--- config.mk ---
export PLATFORM = sky130hd
export DESIGN_NAME = rom_sdram_writer_flat
export DESIGN_NICKNAME = d
export VERILOG_FILES = /design/src/rtl/rom_load_pkg.sv /design/src/rtl/rom_sdram_writer_if.sv /design/src/rtl/sync_fifo_41.sv /design/src/rtl/rom_sdram_writer.sv /design/src/flat_wrapper.sv
export SDC_FILE = /design/constraint.sdc
export NUM_CORES = 1
export LEC_CHECK = 0
export CAP_MARGIN = 30
export CELL_PAD_IN_SITES_DETAIL_PLACEMENT = 2
export CELL_PAD_IN_SITES_GLOBAL_PLACEMENT = 2
export CORE_MARGIN = 3
export CORE_UTILIZATION = 45
export CTS_CLUSTER_SIZE = 24
export DETAILED_ROUTE_END_ITERATION = 6
export PLACE_DENSITY = 0.88
export SYNTH_ARGS = -nofsm -noshare
export SYNTH_HDL_FRONTEND = slang
export SYNTH_SLANG_ARGS = --single-unit
--- constraint.sdc ---
create_clock -name clk_sys -period 4.37 [get_ports clk_sys]
set_input_delay 0.6555 -clock clk_sys [delete_from_list [all_inputs] [get_ports clk_sys]]
set_output_delay 0.6555 -clock clk_sys [all_outputs]
set_load 0.005 [all_outputs]
--- src/rtl/rom_load_pkg.sv ---
// Shared ROM-loader definitions: SDRAM region map, address width and the
// write-FIFO entry layout.
package rom_load_pkg;

  localparam int unsigned SDR_AW = 25;
  localparam int unsigned DATA_W = 16;

  // Region byte lengths and byte offsets inside SDRAM
  localparam int unsigned ROM_68K_LEN     = 32'h0100000;
  localparam int unsigned ROM_TILES_LEN   = 32'h0200000;
  localparam int unsigned ROM_SPRITES_LEN = 32'h0200000;
  localparam int unsigned ROM_68K_OFS     = 32'h0000000;
  localparam int unsigned ROM_TILES_OFS   = 32'h1000000;
  localparam int unsigned ROM_SPRITES_OFS = 32'h1200000;

  typedef struct packed {
    logic [SDR_AW-1:0] addr;
    logic [DATA_W-1:0] data;
  } fifo_entry_t;

endpackage

--- src/rtl/rom_sdram_writer_if.sv ---
// SDRAM controller write port: request/ack handshake with address and data.
interface rom_sdram_writer_if;
  import rom_load_pkg::*;

  logic              sdr_req;
  logic              sdr_ack;
  logic [SDR_AW-1:0] sdr_addr;
  logic [DATA_W-1:0] sdr_data;

  modport master (output sdr_req, output sdr_addr, output sdr_data, input sdr_ack);
  modport slave  (input sdr_req, input sdr_addr, input sdr_data, output sdr_ack);
endinterface

--- src/rtl/sync_fifo_41.sv ---
// Synchronous FIFO with registered pointers/count; exposes the head and the
// entry behind it so the writer can chain requests without a bubble.
module sync_fifo_41
  import rom_load_pkg::*;
#(
  parameter int unsigned DEPTH = 4
) (
  input  logic                   clk,
  input  logic                   reset,
  input  logic                   push,
  input  logic                   pop,
  input  fifo_entry_t            din,
  output fifo_entry_t            head_c,
  output fifo_entry_t            head_next_c,
  output logic [$clog2(DEPTH):0] count,
  output logic                   full_c,
  output logic                   empty_c
);
  localparam int unsigned PTR_W = $clog2(DEPTH);
  localparam int unsigned CNT_W = PTR_W + 1;

  fifo_entry_t      mem_q [DEPTH];
  logic [PTR_W-1:0] wr_ptr_q, wr_ptr_d, rd_ptr_q, rd_ptr_d;
  logic [CNT_W-1:0] count_q, count_d;
  logic             wr_en, rd_en;

  assign full_c  = (count_q == CNT_W'(DEPTH));
  assign empty_c = (count_q == '0);
  // A full FIFO still accepts a write when a read frees a slot in the same cycle
  assign rd_en   = pop && !empty_c;
  assign wr_en   = push && (!full_c || rd_en);

  always_comb begin
    wr_ptr_d = wr_ptr_q;
    rd_ptr_d = rd_ptr_q;
    if (wr_en) wr_ptr_d = wr_ptr_q + PTR_W'(1);
    if (rd_en) rd_ptr_d = rd_ptr_q + PTR_W'(1);
    count_d = count_q + CNT_W'(wr_en) - CNT_W'(rd_en);
  end

  always_ff @(posedge clk) begin
    if (reset) begin
      wr_ptr_q <= '0;
      rd_ptr_q <= '0;
      count_q  <= '0;
    end else begin
      wr_ptr_q <= wr_ptr_d;
      rd_ptr_q <= rd_ptr_d;
      count_q  <= count_d;
    end
  end

  always_ff @(posedge clk) begin
    if (wr_en) mem_q[wr_ptr_q] <= din;
  end

  assign head_c      = mem_q[rd_ptr_q];
  assign head_next_c = mem_q[rd_ptr_q + PTR_W'(1)];
  assign count       = count_q;

endmodule

--- src/rtl/rom_sdram_writer.sv ---
// Buffers ROM-loader SDRAM writes and issues them over a req/ack port,
// with download back-pressure, end-of-download pulse and overflow flag.
module rom_sdram_writer
  import rom_load_pkg::*;
#(
  parameter int unsigned DEPTH    = 4,
  parameter int unsigned WAIT_LVL = DEPTH - 2
) (
  input  logic                    clk_sys,
  input  logic                    reset,
  input  logic                    load_en,
  input  logic                    rom_68k_we,
  input  logic                    rom_tiles_we,
  input  logic                    rom_sprites_we,
  input  logic [SDR_AW:0]         rom_addr,
  input  logic [DATA_W-1:0]       rom_data,
  output logic                    ioctl_wait,
  rom_sdram_writer_if.master      sdr,
  output logic                    load_done,
  output logic                    overflow
);
  localparam int unsigned CNT_W = $clog2(DEPTH) + 1;

  typedef enum logic {IDLE, REQ} state_t;

  state_t           state_q, state_d;
  logic             sdr_req_q, sdr_req_d;
  fifo_entry_t      out_q, out_d;
  logic             ioctl_wait_q, ioctl_wait_d;
  logic             overflow_q, overflow_d;
  logic             load_done_q, load_done_d;
  logic             load_en_d_q;
  logic             pending_q, pending_d;

  fifo_entry_t      push_entry, head_c, head_next_c;
  logic [CNT_W-1:0] count, next_count;
  logic             push, pop, accept, full_c, empty_c;
  logic             load_rise, load_fall, drained;
  logic             unused_addr_msb;

  assign unused_addr_msb = rom_addr[SDR_AW];

  assign push       = rom_68k_we | rom_tiles_we | rom_sprites_we;
  assign push_entry = '{addr: rom_addr[SDR_AW-1:0], data: rom_data};
  assign pop        = (state_q == REQ) && sdr.sdr_ack;
  assign accept     = push && (!full_c || pop);
  assign next_count = count + CNT_W'(accept) - CNT_W'(pop);

  sync_fifo_41 #(.DEPTH(DEPTH)) u_fifo (
    .clk        (clk_sys),
    .reset      (reset),
    .push       (accept),
    .pop        (pop),
    .din        (push_entry),
    .head_c     (head_c),
    .head_next_c(head_next_c),
    .count      (count),
    .full_c     (full_c),
    .empty_c    (empty_c)
  );

  // Request FSM: on ack, chain straight to the next entry if one remains
  always_comb begin
    state_d   = state_q;
    sdr_req_d = sdr_req_q;
    out_d     = out_q;
    unique case (state_q)
      IDLE: begin
        if (!empty_c) begin
          out_d     = head_c;
          sdr_req_d = 1'b1;
          state_d   = REQ;
        end
      end
      REQ: begin
        if (sdr.sdr_ack) begin
          if (count > CNT_W'(1)) begin
            out_d = head_next_c;
          end else if (accept) begin
            out_d = push_entry;
          end else begin
            sdr_req_d = 1'b0;
            state_d   = IDLE;
          end
        end
      end
      default: state_d = IDLE;
    endcase
  end

  // Status: back-pressure, sticky overflow and end-of-download detection
  always_comb begin
    load_rise    = load_en && !load_en_d_q;
    load_fall    = !load_en && load_en_d_q;
    drained      = pending_q && (count == '0) && (state_q == IDLE);
    ioctl_wait_d = (next_count >= CNT_W'(WAIT_LVL));
    overflow_d   = overflow_q || (push && !accept);
    load_done_d  = drained && !load_rise;
    pending_d    = pending_q;
    if (load_fall) pending_d = 1'b1;
    if (drained || load_rise) pending_d = 1'b0;
  end

  always_ff @(posedge clk_sys) begin
    if (reset) begin
      state_q      <= IDLE;
      sdr_req_q    <= 1'b0;
      out_q        <= '0;
      ioctl_wait_q <= 1'b0;
      overflow_q   <= 1'b0;
      load_done_q  <= 1'b0;
      load_en_d_q  <= 1'b0;
      pending_q    <= 1'b0;
    end else begin
      state_q      <= state_d;
      sdr_req_q    <= sdr_req_d;
      out_q        <= out_d;
      ioctl_wait_q <= ioctl_wait_d;
      overflow_q   <= overflow_d;
      load_done_q  <= load_done_d;
      load_en_d_q  <= load_en;
      pending_q    <= pending_d;
    end
  end

  assign sdr.sdr_req  = sdr_req_q;
  assign sdr.sdr_addr = out_q.addr;
  assign sdr.sdr_data = out_q.data;
  assign ioctl_wait   = ioctl_wait_q;
  assign overflow     = overflow_q;
  assign load_done    = load_done_q;

endmodule
--- src/flat_wrapper.sv ---
// flat-port wrapper written by rule: the top's interface ports become plain ports
module rom_sdram_writer_flat import rom_load_pkg::*;
#(
  parameter int unsigned DEPTH    = 4,
  parameter int unsigned WAIT_LVL = DEPTH - 2
)
  (clk_sys, reset, load_en, rom_68k_we, rom_tiles_we, rom_sprites_we, rom_addr, rom_data, ioctl_wait, load_done, overflow, sdr_sdr_req, sdr_sdr_addr, sdr_sdr_data, sdr_sdr_ack);
  rom_sdram_writer_if sdr_i ();
  input  logic clk_sys;
  input  logic reset;
  input  logic load_en;
  input  logic rom_68k_we;
  input  logic rom_tiles_we;
  input  logic rom_sprites_we;
  input  logic [SDR_AW:0] rom_addr;
  input  logic [DATA_W-1:0] rom_data;
  output logic ioctl_wait;
  output logic load_done;
  output logic overflow;
  output wire logic [$bits(sdr_i.sdr_req)-1:0] sdr_sdr_req;
  output wire logic [$bits(sdr_i.sdr_addr)-1:0] sdr_sdr_addr;
  output wire logic [$bits(sdr_i.sdr_data)-1:0] sdr_sdr_data;
  input wire logic [$bits(sdr_i.sdr_ack)-1:0] sdr_sdr_ack;
  assign sdr_sdr_req = sdr_i.sdr_req;
  assign sdr_sdr_addr = sdr_i.sdr_addr;
  assign sdr_sdr_data = sdr_i.sdr_data;
  assign sdr_i.sdr_ack = sdr_sdr_ack;
  rom_sdram_writer #(.DEPTH(DEPTH), .WAIT_LVL(WAIT_LVL)) u_core (.clk_sys(clk_sys), .reset(reset), .load_en(load_en), .rom_68k_we(rom_68k_we), .rom_tiles_we(rom_tiles_we), .rom_sprites_we(rom_sprites_we), .rom_addr(rom_addr), .rom_data(rom_data), .ioctl_wait(ioctl_wait), .sdr(sdr_i), .load_done(load_done), .overflow(overflow));
endmodule
# == After elaboration in Yosys (flattened, before gate mapping) ==
# Memories as Yosys holds them, arrays and structs flattened. A register that Yosys moved wholly into a read port is not among the register bits.
# Index checks and enable logic that the tools add are counted.
# Widths: inputs -> output; s select.
# word_totals
ff_bits,55
ramBits,164
in_bits,49
output_inout_bits,45
word_cells,73
memories,1
# mem_list
name,depth,width,read_ports,rd_ports_with_merged_regs,wr,line_no,rtl
u_core.u_fifo.mem_q,4,41,2,1,1,sync_fifo_41.sv:22,fifo_entry_t mem_q [DEPTH];
# op_classes
add_sub_neg,6
magnitude_cmp,2
n_eq_ne,6
mux,19
n_bitwise,3
n_reduce_logical,24
# ops
cell,n
$mux 41,4
$pmux 41 s2,1
$logic_and 1x1->1,10
$mux 1,10
$ne 2x2->1 const B,4
$add 3x1->3,2
$logic_not 1->1,6
$sub 3x1->3,2
$add 2x1->2 const B,2
$logic_or 1x1->1,4
$mux 2,2
$pmux 1 s2,2
$reduce_and 4->1,1
$eq 3x3->1 const B,1
$ge 3x2->1 const B,1
$gt 3x1->1 const B,1
$logic_not 3->1,1
$ne 3x3->1 const B,1
$reduce_and 3->1,1
$or 1x1->1,2
$reduce_or 2->1,1
$not 1->1,1

# == Longest topological paths before layout ==
# depth
word_depth,8
mapped_depth,9
depth_no_buf,9

# == Cells and area by module ==
# A second synthesis with hierarchy kept.
# hier_totals
hier_cells,644
area_unflattened_um2,10053.4
# by_module_without_submodules
mod,instances,cells_each,area_each_um2,seq_area_each_um2
sync_fifo_41,1,313,7449.6,5104.9
rom_sdram_writer,1,331,2603.7,960.9

# == Worst setup path before layout ==
# Ideal clock, no wire load.
# synth_path
path_kind,input to register
start,input port sdr_sdr_ack
end,memory u_core.u_fifo.mem_q[0][0] (netlist name) (enable)
setup_time_ns,0.402
t_arrival_ns,2.306
required_ns,3.968
setup_slack_ns,1.662
cell_stages,3
cell_sequence,nand2_1 a31oi_1 and2_1
# synth_via
elab_chain_cells,6
word_cells_on_any_way,8
# synth_rtl
item,line_no,rtl
"start, declared",flat_wrapper.sv:23,input wire logic [$bits(sdr_i.sdr_ack)-1:0] sdr_sdr_ack;
$logic_and 1x1->1 *,rom_sdram_writer.sv:45,assign pop = (state_q == REQ) && sdr.sdr_ack;
$logic_or 1x1->1 or $logic_and 1x1->1 (tied branches),"rom_sdram_writer.sv:46, sync_fifo_41.sv:30",
$logic_and 1x1->1 or $logic_or 1x1->1 (tied branches),"rom_sdram_writer.sv:46, sync_fifo_41.sv:31",
$logic_and 1x1->1 *,sync_fifo_41.sv:31,assign wr_en = push && (!full_c || rd_en);
$mux 1 *,sync_fifo_41.sv:54,if (wr_en) mem_q[wr_ptr_q] <= din;
$mux 1 (implied by the code) *,sync_fifo_41.sv:54,
"end, declared",sync_fifo_41.sv:22,
# Mark *: on every way between the ends. The rest lies on a longest branch, timed or not.

# == Worst setup path after layout ==
# layout_path
start,register u_core.state_q
end,"register u_core.u_fifo.count_q[2], in the netlist u_core.u_fifo.count[2]"
# layout_via
elab_chain_cells,6
word_cells_on_any_way,8
# layout_rtl
item,line_no,rtl
"start, declared",rom_sdram_writer.sv:26,"state_t state_q, state_d;"
"start signal, assigned",rom_sdram_writer.sv:115,state_q <= state_d;
$logic_and 1x1->1 *,rom_sdram_writer.sv:45,
$logic_or 1x1->1 or $logic_and 1x1->1 (tied branches),"rom_sdram_writer.sv:46, sync_fifo_41.sv:30",
$logic_and 1x1->1 or $logic_or 1x1->1 (tied branches),"rom_sdram_writer.sv:46, sync_fifo_41.sv:31",
$logic_and 1x1->1,sync_fifo_41.sv:31,
$add 3x1->3,sync_fifo_41.sv:38,count_d = count_q + CNT_W'(wr_en) - CNT_W'(rd_en);
$sub 3x1->3 *,sync_fifo_41.sv:38,
"end signal, assigned",sync_fifo_41.sv:49,count_q <= count_d;
"end, declared",sync_fifo_41.sv:24,"logic [CNT_W-1:0] count_q, count_d;"
# Marked as above.
# A chain may end at the register's enable or synchronous reset.

==> results by group <==
Yosys
  • YS warnings: 0
  • Area contributors post-synth: edfxtp_1 50%, mux4_2 19%, dfxtp_1 12%
  • Post-Syn Nets: 699
  • Synth area leader: edfxtp_1
  • Post-Syn Area per Cell: roughly 15 um^2
  • Compound-Gate Fraction of Synth Area: 9.04%
  • Synth top area share: between 40% and 50%
  • Post-synthesis adder-cell area fraction: 1.54%
  • Synth Instances: around 640
  • Xor/xnor share of the synthesized area: less than 1%
  • #FFs+latches synth: 221
  • Mapped Area: between 9000 and 10,000 um^2
  • Largest family of logic cells by synthesized area: multiplexers
  • Synth unique cells: 36
  • Post-synthesis simple-gate area fraction: under 10%
  • Mux cell area share after synthesis: 18.8%
  • Sequential fraction of the synthesis area: approximately 61%

Pwr
  • Max VDD drop: roughly 0.00036 V
  • Clock power share: 24.1%
  • Combinational Power Share: 35.5%
  • Sequential power share: between 40 and 50%
  • Switching pwr: about 0.0032 W
  • PD cells: between 700 and 800 nW/um^2
  • Internal Power: between 0.005 and 0.006 W
  • Lkg Pwr: approximately 3.9 nW
  • Switch share: between 30% and 40%

Global route
  • Grt ovf: 0
  • Initial antenna violation count: 0
  • First-pass GRT wire length: about 50 mm
  • Total track usage: between 20% and 30%
  • Vias in the first global route: 7,748
  • Pin count of the biggest net entering global routing: between 50 and 60

Route
  • Vias per cell: 6.80
  • Vias: roughly 7,000
  • DRT Pass-1 Iters: 5
  • ANT nets after route: 0
  • DR iter-0 viols: between 600 and 700
  • Routed WL: about 34 mm
  • Routed len/inst: ~34 um
  • Remaining DRCs: 0

Die
  • Die W: roughly 150 um
  • Vert. Die Dim: 154 um
  • Site row count: 53
  • Standard cell core area: about 21,000 um^2
  • I/O pin total: 94
  • Initial core utilization: 46.4%
  • Die footprint: ~24,000 um^2

Clock network
  • Total clock sinks: around 220
  • Reg clk slew, reported paths: approximately 0.06 ns
  • Post-CTS sizing: 0
  • Maximum clock path buffer count: 3
  • CTS H-Tree Depth: 1
  • # Post-CTS Setup Buffers: 0
  • # hold bufs at CTS: 0
  • Clk Latency, worst-skew pair: roughly 0.52 ns
  • TritonCTS clock tree: built
  • Clock root buffer: clkbuf_16
  • CTS buffer count: 24

Timing
  • # setup viols final: 0
  • Min cycle time layout: 3.68 ns
  • Relative slew slack: between 30% and 40%
  • Final Slew Violations: 0
  • RSZ-0062 raised after global routing: false
  • FMAX: between 200 and 300 MHz
  • Post-route setup TNS: 0 ns
  • Hold_ws: just under 0.5 ns
  • Tcrit/Tclk final: between 80% and 90%
  • Hold Violations, Final: 0
  • Layout Skew: 0.0160 ns
  • Worst-Margin Slew: roughly 1.0 ns

Layout
  • Area growth syn-to-layout: 20.2%
  • Multi-input logic area: approximately 3500 um^2
  • Commonest non-fill, non-tap cell in the layout: edfxtp_1
  • Fraction of layout cells with a size suffix above 1: between 10% and 20%
  • Most frequent cells in the layout: 164 x edfxtp_1, 92 x clkdlybuf4s50_1, 82 x mux4_2
  • Register area: 6080 um^2
  • Final layout net count: 772
  • Layout fillers: 1,794
  • N_diodes: 0

Worst setup path
  • CP max-delay cell: a31oi_1
  • Worst Setup End Kind: register
  • Slack of the worst reg-to-reg path: 0.69 ns
  • Crit-path max cell delay: 0.91 ns
  • WP data required: approximately 4.7 ns
  • WP data arrival: 4.05 ns
  • Crit path cell chain: nand2_1 > a31oi_1 > inv_1 > ha_1 > inv_1 > ha_1 > fa_1 > xor2_1 > nor2_1
  • CP Launch Type: register
  • Critical Path Fanout Max: 37
  • Setup CP Type: reg -> reg

Place
  • DPL Wire Length: about 18 mm
  • Gpl congestion: about 0.71
  • PortBufs: 92

Outcome
  • Status: finished clean

Min path
  • Hold Path Class: reg -> reg

Flow run
  • # Max-Cap Violations: 0
==> Yosys cell counts <==
library cell,number
nor2b_1,3
nand3_1,42
nor3b_4,1
nor4_1,1
nor4bb_1,1
or3b_2,1
or3_1,1
o311a_1,1
edfxtp_1,164
buf_6,4
inv_1,9
mux4_2,82
nand2b_1,4
a21boi_1,1
fa_1,2
clkbuf_1,33
o21ai_1,1
xor2_1,2
o21ba_2,1
nor3b_1,1
a211oi_2,1
nor3_1,5
mux2i_1,1
a21bo_1,1
buf_1,6
nor2_1,54
and2_1,4
buf_2,15
dfxtp_1,57
xnor2_1,3
nand2_1,2
o21ai_0,41
a31oi_1,43
ha_1,9
a22o_1,41
a21oi_1,1
==> layout make-up <==
cell class | count | area share (%)
tap | 275 | 2.90
multi-input combinational | 351 | 29.8
clock buffer | 35 | 5.75
timing repair buffer | 105 | 9.27
clock inverter | 9 | 0.790
sequential | 221 | 51.2
inverter | 9 | 0.284
==> path summary, 6_finish.rpt <==
kind,start,to,cells past startpoint
max reg2reg,u_core.state_q$_SDFF_PP0_,u_core.u_fifo.count[2]$_SDFF_PP0_,9
max,u_core.state_q$_SDFF_PP0_,u_core.u_fifo.count[2]$_SDFF_PP0_,9
min reg2reg,u_core.sdr.sdr_addr[18]$_SDFFE_PP0P_,u_core.sdr.sdr_addr[18]$_SDFFE_PP0P_,1
min,u_core.sdr.sdr_addr[18]$_SDFFE_PP0P_,u_core.sdr.sdr_addr[18]$_SDFFE_PP0P_,1
==> layer usage <==
metal / up-vias / share of wire [%] / global-route usage (%)
met5: - / 0 / 0
met4: 0 / 3.9 / 12.7
met3: 98 / 6.7 / 4.64
met2: 374 / 52 / 49.0
met1: 3638 / 37 / 36.3
li1: 2724 / - / -
==> power by group through the flow <==
stage / Clock, W / Combinational, W / Sequential, W
5_1_grt: 0.00218 / 0.00324 / 0.00353
3_5_place_dp: 0 / 0.00290 / 0.00346
4_1_cts: 0.00209 / 0.00304 / 0.00347
2_1_floorplan: 0 / 0.00190 / 0.00315
3_3_place_gp: 0 / 0.00264 / 0.00334
6_report: 0.00208 / 0.00306 / 0.00348
==> state kept, by name, summed over array words and instances (netlist names), named ones only <==
signal                  cells
u_core.ioctl_wait           1
u_core.load_done            1
u_core.load_en_d_q          1
u_core.overflow             1
u_core.pending_q            1
u_core.sdr.sdr_addr        25
u_core.sdr.sdr_data        16
u_core.sdr.sdr_req          1
u_core.state_q              1
u_core.u_fifo.count         3
u_core.u_fifo.mem_q       164
u_core.u_fifo.rd_ptr_q      2
u_core.u_fifo.wr_ptr_q      2
==> per-stage QoR <==
step                total power [W]  cell area [um^2]  std cells  utilization (%)  setup WS [ns]
floorplan                   0.00505              9880        639                -           1.66
global route                0.00895             11900       1005             55.8          0.503
detailed placement          0.00636             11100        960             52.1          0.615
global placement            0.00599             11100        959             51.9           1.05
CTS                         0.00860             11900       1004             55.7          0.801
finish                      0.00862             11900       1005             55.8          0.692
==> cell families after synthesis <==
family          after synthesis
simple gates                120
buf+inv                      67
flops                       221
xor+xnor                      5
compound gates              132
fa+ha+maj                    11
mux                          83
==> worst max-delay path, delay by kind of cell, from the launching register on <==
family / cells / cell delay [ns]
fa+ha+maj: 3 / 1.12
compound gates: 1 / 0.91
flops: 1 / 0.65
simple gates: 2 / 0.37
buf+inv: 2 / 0.26
xor+xnor: 1 / 0.22
Power figures use the tool's default switching activity.
